==> config.mk <==
export PLATFORM = sky130hd
export DESIGN_NAME = ifetch_unit
export DESIGN_NICKNAME = d
export VERILOG_FILES = /design/src/rtl/rv_pkg.sv /design/src/rtl/fetch_fifo.sv /design/src/rtl/ifetch_unit.sv
export SDC_FILE = /design/constraint.sdc
export NUM_CORES = 1
export LEC_CHECK = 0
export CORE_MARGIN = 2
export CORE_UTILIZATION = 45
export DETAILED_ROUTE_END_ITERATION = 10
export PLACE_DENSITY = 0.8
export SYNTH_ARGS = -nofsm -noshare
export SYNTH_HDL_FRONTEND = slang
export SYNTH_SLANG_ARGS = --single-unit
==> constraint.sdc <==
create_clock -name clk -period 2.9 [get_ports clk]
set_clock_uncertainty 0.1 [all_clocks]
set_input_delay 0.58 -clock clk [delete_from_list [all_inputs] [get_ports clk]]
set_output_delay 0.58 -clock clk [all_outputs]
set_load 0.02 [all_outputs]
==> src/rtl/rv_pkg.sv <==
// Types and constants shared by the instruction fetch unit and its fetch buffer.
package rv_pkg;

  localparam int XLEN        = 32;
  localparam int INSTR_BYTES = 4;

  typedef struct packed {
    logic [XLEN-1:0] pc;
    logic [XLEN-1:0] instr;
  } fetch_entry_t;

  typedef enum logic {
    RUN   = 1'b0,
    FAULT = 1'b1
  } fetch_state_t;

endpackage

==> src/rtl/fetch_fifo.sv <==
// Two-entry fetch buffer between the instruction memory and decode.
module fetch_fifo
  import rv_pkg::*;
(
  input  logic         clk,
  input  logic         rst_n,
  input  logic         push,
  input  fetch_entry_t push_data,
  input  logic         pop,
  input  logic         flush,
  output fetch_entry_t head,
  output logic [1:0]   count,
  output logic         full,
  output logic         empty
);

  fetch_entry_t mem [2];
  logic         wr_ptr;
  logic         rd_ptr;
  logic         do_push;
  logic         do_pop;

  assign empty   = (count == 2'd0);
  assign full    = (count == 2'd2);
  assign do_pop  = pop && !empty;
  assign do_push = push && (!full || do_pop);
  assign head    = mem[rd_ptr];

  always_ff @(posedge clk or negedge rst_n) begin
    if (!rst_n) begin
      wr_ptr <= 1'b0;
      rd_ptr <= 1'b0;
      count  <= 2'd0;
      for (int i = 0; i < 2; i++) mem[i] <= '0;
    end else if (flush) begin
      // flush wins over any pop or push presented in the same cycle
      wr_ptr <= 1'b0;
      rd_ptr <= 1'b0;
      count  <= 2'd0;
    end else begin
      if (do_push) begin
        mem[wr_ptr] <= push_data;
        wr_ptr      <= ~wr_ptr;
      end
      if (do_pop) rd_ptr <= ~rd_ptr;
      count <= count + {1'b0, do_push} - {1'b0, do_pop};
    end
  end

endmodule

==> src/rtl/ifetch_unit.sv <==
// Instruction fetch: PC register, RUN/FAULT control, legality check and a
// two-entry buffer presenting {pc, instr} to decode. WIDTH must equal XLEN.
module ifetch_unit
  import rv_pkg::*;
#(
  parameter int              WIDTH    = 32,
  parameter int              DEPTH    = 32,
  parameter logic [WIDTH-1:0] RESET_PC = '0
) (
  input  logic             clk,
  input  logic             rst_n,
  output logic [WIDTH-1:0] iaddr,
  input  logic [WIDTH-1:0] instr,
  input  logic             redir_valid,
  input  logic [WIDTH-1:0] redir_pc,
  output logic             out_valid,
  input  logic             out_ready,
  output logic [WIDTH-1:0] out_pc,
  output logic [WIDTH-1:0] out_instr,
  output logic             fault,
  output logic [WIDTH-1:0] fault_pc
);

  fetch_state_t     state, state_nxt;
  logic [WIDTH-1:0] pc;
  logic             legal;
  logic             pop;
  logic             fire;
  logic             fifo_full;
  logic             fifo_empty;
  logic [1:0]       fifo_count;
  fetch_entry_t     head;
  fetch_entry_t     push_data;

  assign iaddr     = pc;
  assign legal     = (pc[1:0] == 2'b00) && ((pc >> 2) < WIDTH'(DEPTH));
  assign out_valid = !fifo_empty;
  assign out_pc    = fifo_empty ? '0 : head.pc;
  assign out_instr = fifo_empty ? '0 : head.instr;
  assign fault     = (state == FAULT);
  assign pop       = out_valid && out_ready && !redir_valid;
  assign push_data = '{pc: pc, instr: instr};

  always_ff @(posedge clk or negedge rst_n) begin
    if (!rst_n) state <= RUN;
    else        state <= state_nxt;
  end

  always_comb begin
    state_nxt = state;
    fire      = 1'b0;
    if (redir_valid) begin
      state_nxt = RUN;
    end else begin
      case (state)
        RUN: begin
          if (!legal)                      state_nxt = FAULT;
          else if (!fifo_full || pop)      fire      = 1'b1;
        end
        FAULT: state_nxt = FAULT;
        default: state_nxt = RUN;
      endcase
    end
  end

  always_ff @(posedge clk or negedge rst_n) begin
    if (!rst_n) begin
      pc       <= RESET_PC;
      fault_pc <= '0;
    end else if (redir_valid) begin
      pc       <= redir_pc;
      fault_pc <= '0;
    end else begin
      if (fire) pc <= pc + WIDTH'(INSTR_BYTES);
      if (state == RUN && !legal) fault_pc <= pc;
    end
  end

  fetch_fifo u_fifo (
    .clk       (clk),
    .rst_n     (rst_n),
    .push      (fire),
    .push_data (push_data),
    .pop       (pop),
    .flush     (redir_valid),
    .head      (head),
    .count     (fifo_count),
    .full      (fifo_full),
    .empty     (fifo_empty)
  );

endmodule

==> key figures, run 1 <==
Clocking
  • Total CTS buffers: 17
  • CTS Root Cell: clkbuf_16
  • Sink count of the clock tree: 197
  • Clock-pin slew of the registers on the worst-case setup and hold paths: 0.07 ns
  • Clk_lat worst skew: 0.44 ns
  • H-tree levels: 4
  • CTS tree: done
  • Clk buf depth: 2
  • Post-CTS Hold Fix Bufs: 0

Routing
  • DRT iter0 DRCs: 246
  • WL/cell: 17.3 um
  • Final ANT Viol Nets: 0
  • Via count: 5551
  • DRT Wirelength: 19000 um
  • Vias per cell: 5.06
  • Drt drc: 0
  • Drt first pass iters: 4

Die
  • Core area: 18500 um2
  • Initial Util: 0.455
  • Die ar.: 19800 um2
  • Row count: 50
  • Die Wd: 141 um
  • Num ports: 198
  • Chip Height: 141 um

Outcome
  • Status: completed

Setup path
  • Worst-path maximum fanout: 17
  • Worst r2r path cells: 6
  • Crit path launch type: register
  • Arr. time, crit path: 2.13 ns
  • WS Path Type: reg -> out
  • Critical path capture point type: output port
  • WP data required: 2.22 ns

Power and ir drop
  • Design Power: 0.00588 W
  • VDD IR max: 0.424 mV
  • Pleak: 5.08 nW
  • PD cells: 517 nW/um2

Place
  • HPWL Detailed: 12600 um
  • GPL Wtd Cong: 0.753
  • PortBufs: 197
  • Placed cell count: 1064

Timing
  • Part of the cycle the worst path needs: 0.971
  • Final Hold Vio Count: 0
  • Slew Limit Headroom: 0.503
  • Setup TNS: 0 ns
  • Fin crit period: 2.81 ns
  • Worst slew pin tran: 0.745 ns
  • FMAX: 355 MHz
  • Unrepaired setup endpoints after global routing: no
  • Final Max Slew Viols: 0
  • Endpoints failing setup: 0

Cells and area
  • Fin cells: 1098
  • Layout area overhead: 35.3%
  • Final cell utilization of the core: 0.615
  • Diodes inserted: 0
  • Final nets: 922
  • Layout cell share with drive strength beyond 1: 0.185

Global routing
  • Grt ovf: 0
  • Global-route wire length before repair: 30900 um
  • Vias in the first global route: 5782
  • Largest net degree at the start of global routing: 75
  • Antenna violations before repair: 0
  • Gr usage total: 0.197

Synth
  • Seq/Total Area, Yosys: 0.586
  • Synth Cell Area: 8420 um2
  • FF+latch count, synth: 197
  • Synth cell types: 31
  • Syn nets: 724
  • Number of synthesized flops with an enable pin: 0
  • Syn. warnings: 0
  • Syn_area_per_cell: 12.9 um2
  • Post-synthesis async set-or-reset flop share: 1.00
  • Cells after Synth: 653
  • Primary FF master, synth: dfrtp_1

Job
  • Max Cap Violations: 0

Hold path
  • Hold Path Class: in -> async
## final timing paths
check | from | end | slack [ns]
setup / recovery | u_fifo.rd_ptr$_DFFE_PN0P_ | out_pc[0] | 0.09
hold / removal | rst_n | u_fifo.mem[87]$_DFFE_PN0P_ | 0.07
setup reg to reg | iaddr[24]$_DFFE_PN0P_ | u_fifo.mem[64]$_DFFE_PN0P_ | 0.19
hold reg to reg | u_fifo.mem[120]$_DFFE_PN0P_ | u_fifo.mem[120]$_DFFE_PN0P_ | 0.39
max in group asynchronous | rst_n | u_fifo.mem[118]$_DFFE_PN0P_ | 1.89
min in group clk | redir_valid | u_fifo.count[0]$_DFF_PN0_ | 0.33
## report_power, final
| group | switching, W | internal (W) | leakage [nW] | total [W] |
|---|---|---|---|---|
| Sequential | 0.0000924 | 0.00284 | 2.64 | 0.00293 |
| Clock | 0.00106 | 0.00129 | 0.286 | 0.00234 |
| Combinational | 0.000288 | 0.000322 | 2.16 | 0.000609 |
| Total | 0.00144 | 0.00445 | 5.08 | 0.00588 |
## layout by cell type, fill, tap and decap left out, drive strengths merged
| cell type | n |
|---|---|
| nand3 | 3 |
| mux2i | 94 |
| a21oi | 3 |
| inv | 9 |
| o2111ai | 1 |
| clkbuf | 20 |
| nor4 | 8 |
| nand2 | 9 |
| clkdlybuf4s50 | 195 |
| a31oi | 1 |
| or4b | 1 |
| and2 | 27 |
| clkinvlp | 1 |
| bufinv | 2 |
| nand4 | 1 |
| o21ai | 6 |
| clkinv | 6 |
| or2 | 1 |
| nand2b | 1 |
| o21bai | 1 |
| nor3 | 5 |
| xor2 | 2 |
| buf | 23 |
| nor2b | 32 |
| and4 | 1 |
| o311ai | 1 |
| dfrtp | 197 |
| mux2 | 100 |
| nor2 | 105 |
| xnor2 | 5 |
| ha | 3 |
## routing by layer
metal  vias up  share of wire  track usage  wire (um)
li1       2594              -            -          -
met1      2779           0.45        0.259       8550
met2       164           0.46        0.308       8680
met3        14          0.082       0.0764       1550
met4         0         0.0099       0.0511        188
met5         -              0            0          0
## flip-flops by register name, summed over array words and instances, names as in the netlist
register and cells:
u_fifo.mem 128, u_fifo.wr_ptr 1, fault 1, fault_pc 32
iaddr 32, u_fifo.rd_ptr 1, u_fifo.count 2
## cells in the mapped netlist, types with 2 or more instances
cell      instances  share of area
clkbuf_1         26          0.012
and2_1           27          0.020
mux2i_1          94           0.11
nor2_1          105          0.047
nand3_1           3         0.0018
inv_1             5         0.0022
mux2_4           30          0.054
buf_1             6         0.0027
nor2b_1          32          0.024
xnor2_1           5         0.0052
xor2_1            2         0.0021
mux2_2           70          0.094
ha_1              3         0.0045
nor4_1            8         0.0059
a21oi_1           3         0.0018
o21ai_0           6         0.0036
buf_6             4         0.0054
nand2_1           9         0.0040
nor3_1            4         0.0024
buf_2             4         0.0024
dfrtp_1         197           0.59
## stage by stage
stage / instance area [um2] / worst slack (ns) / hold slack [ns]
finish: 11400 / 0.0854 / 0.0698
global route: 11400 / 0.00795 / 0.102
CTS: 11400 / 0.0389 / 0.0740
detailed placement: 10800 / 0.0515 / 0.370
global placement: 10800 / 0.142 / 0.368
floorplan: 8420 / 0.211 / 0.184
## cell families after synthesis
group,after synthesis,synth area share
mux,194,0.259
fa+ha+maj,3,0.00446
simple gates,194,0.110
compound gates,13,0.00907
xor+xnor,7,0.00728
flops,197,0.586
buf+inv,45,0.0242
## critical path, stage by stage (launching register included)
cell,delay [ns]
dfrtp_4,0.58
buf_12,0.20
mux2i_1,0.12
nor2_1,0.16
clkdlybuf4s50_1,0.63
## timing repair
item | CTS | global route
setup endpoints to repair | 47 | 51
pin swaps | 0 | 0
gates resized for setup | 0 | 2
setup buffers | 2 | 0
## final cells by class
type	instances	area (um2)
fill	1447	7130
sequential	197	4930
multi-input combinational	411	3320
timing repair buffer	219	2240
clock buffer	19	433
tap	234	293
clock inverter	13	149
inverter	5	18.8
Power figures use the tool's default switching activity.
==> inputs of run 2 (changes only) <==
- CTS_BUF_LIST: unset -> sky130_fd_sc_hd__clkbuf_2 sky130_fd_sc_hd__clkbuf_4 sky130_fd_sc_hd__clkbuf_8
==> key figures, run 2 (same netlist as run 1, synthesis figures left out) <==
Outcome
  • Status: completed (unchanged)

Power and ir drop
  • Pleak: 5.24 nW (was 5.08 nW)
  • Design Power: 0.00531 W (was 0.00588 W)
  • PD cells: 472 nW/um2 (was 517 nW/um2)
  • VDD IR max: 0.411 mV (was 0.424 mV)

Job
  • Max Cap Violations: 0 (unchanged)

Cells and area
  • Final instance area: 11300 um2 (was 11400 um2)
  • Max reg flops: 128 (unchanged)
  • Layout cell share with drive strength beyond 1: 0.190 (was 0.185)
  • Most frequent cells in the layout: dfrtp_1, clkdlybuf4s50_1, nor2_1, mux2i_1, mux2_2 (unchanged)
  • Layout area overhead: 33.7% (was 35.3%)
  • Final nets: 925 (was 922)
  • Diodes inserted: 0 (unchanged)
  • Commonest non-fill, non-tap cell in the layout: dfrtp_1 (unchanged)
  • Largest Register: u_fifo.mem (unchanged)

Routing
  • Vias per cell: 5.04 (was 5.06)
  • Drt first pass iters: 6 (was 4)
  • DRT iter0 DRCs: 222 (was 246)
  • Final ANT Viol Nets: 0 (unchanged)
  • WL/cell: 17.1 um (was 17.3 um)
  • Via count: 5549 (was 5551)
  • DRT Wirelength: 18900 um (was 19000 um)
  • Drt drc: 0 (unchanged)

Clocking
  • Total CTS buffers: 17 (unchanged)
  • Clock-pin slew of the registers on the worst-case setup and hold paths: 0.09 ns (was 0.07 ns)
  • H-tree levels: 4 (unchanged)
  • CTS tree: done (unchanged)
  • CTS Root Cell: clkbuf_8 (was clkbuf_16)
  • Sink count of the clock tree: 197 (unchanged)
  • Post-CTS Hold Fix Bufs: 0 (unchanged)
  • Clk buf depth: 2 (unchanged)
  • Clk_lat worst skew: 0.47 ns (was 0.44 ns)

Die
  • Row count: 50 (unchanged)
  • Initial Util: 0.455 (unchanged)
  • Num ports: 198 (unchanged)
  • Chip Height: 141 um (unchanged)
  • Die ar.: 19800 um2 (unchanged)
  • Die Wd: 141 um (unchanged)
  • Core area: 18500 um2 (unchanged)

Timing
  • FMAX: 356 MHz (was 355 MHz)
  • Worst hold slack: 0.0308 ns (was 0.0698 ns)
  • Endpoints failing setup: 0 (unchanged)
  • Final Max Slew Viols: 0 (unchanged)
  • Slew Limit Headroom: 0.496 (was 0.503)
  • Final Hold Vio Count: 0 (unchanged)
  • Setup TNS: 0 ns (unchanged)
  • Worst slew pin tran: 0.756 ns (was 0.745 ns)
  • Part of the cycle the worst path needs: 0.969 (was 0.971)
  • Fin crit period: 2.81 ns (about the same)
  • Unrepaired setup endpoints after global routing: no (unchanged)

Global routing
  • Grt ovf: 0 (unchanged)
  • Largest net degree at the start of global routing: 75 (unchanged)
  • Antenna violations before repair: 0 (unchanged)
  • Vias in the first global route: 5773 (was 5782)
  • Gr usage total: 0.196 (was 0.197)
  • Global-route wire length before repair: 30700 um (was 30900 um)

Setup path
  • Worst-path maximum fanout: 17 (unchanged)
  • Crit path launch type: register (unchanged)
  • WS Path Type: reg -> out (unchanged)
  • Reg2reg start: iaddr[28]$_DFFE_PN0P_ (was iaddr[24]$_DFFE_PN0P_)
  • WP data required: 2.22 ns (about the same)
  • Arr. time, crit path: 2.13 ns (about the same)
  • Critical path capture point type: output port (unchanged)
  • Worst setup startpoint: u_fifo.rd_ptr$_DFFE_PN0P_ (unchanged)

Place
  • PortBufs: 197 (unchanged)
  • HPWL Detailed: 12600 um (unchanged)
  • Area of placed instances: 10800 um2 (unchanged)
  • GPL Wtd Cong: 0.753 (unchanged)

Hold path
  • Hold Path Class: in -> async (unchanged)
[run 2: cell types whose count changed in the layout (fill, tap and decap cells not counted)]
cell,before,now
dlymetal6s2s_1,0,12
clkdlybuf4s50_1,195,183
buf_4,12,15
clkbuf_16,17,0
clkbuf_8,1,18
clkbuf_1,2,0
clkbuf_4,0,2
[run 2: area by class of cell]
cell class,instances,area [um2]
Clock buffer,19,249
Multi-Input combinational cell,411,3320
Sequential cell,197,4930
Clock inverter,13,149
Inverter,5,18.8
Fill cell,1468,7260
Tap cell,234,293
Timing Repair Buffer,222,2300
[run 2: worst paths after layout]
kind / end / slack (ns) / cells after the start
setup / recovery: out_pc[19] / 0.09 / 4
hold / removal: u_fifo.mem[87]$_DFFE_PN0P_ / 0.03 / 1
setup reg to reg: u_fifo.mem[78]$_DFFE_PN0P_ / 0.17 / 6
hold reg to reg: u_fifo.mem[120]$_DFFE_PN0P_ / 0.39 / 1
max in group asynchronous: iaddr[25]$_DFFE_PN0P_ / 1.92 / 2
min in group clk: u_fifo.count[0]$_DFF_PN0_ / 0.29 / 2
[run 2: metal layers]
| metal | GRT usage | part of all wire |
|---|---|---|
| met1 | 0.256 | 0.45 |
| met2 | 0.307 | 0.46 |
| met3 | 0.0764 | 0.085 |
| met4 | 0.0542 | 0.0091 |
| met5 | 0 | 0 |
[run 2: repair_timing]
action / in CTS / in global routing
setup buffers: 2 / 3
resized for setup: 1 / 13
endpoints found under the setup margin: 48 / 63
[run 2: metrics by stage]
step                std cells  setup slack (ns)  utilization
finish                   1101            0.0892        0.608
global route             1101           0.00285        0.608
CTS                      1098           0.00296        0.605
detailed placement       1064            0.0515        0.582
global placement         1064             0.142        0.582
floorplan                 653             0.211            -
[run 2: worst max-delay path, stage by stage (launching register included)]
cell	delay, ns
dfrtp_4	0.58
buf_12	0.20
mux2i_1	0.12
nor2_1	0.14
clkdlybuf4s50_1	0.63
[run 2: report_power, final]
part	internal [W]	switching (W)	total [W]
sequential	0.00284	0.0000926	0.00293
clock	0.000801	0.000972	0.00177
combinational	0.000322	0.000288	0.000609
==> inputs of run 3 (changes only) <==
- ABC_CLOCK_PERIOD_IN_PS: unset -> 2900
==> results of run 3 <==
The final DEF is identical to that of run 2; final timing and power are the same.
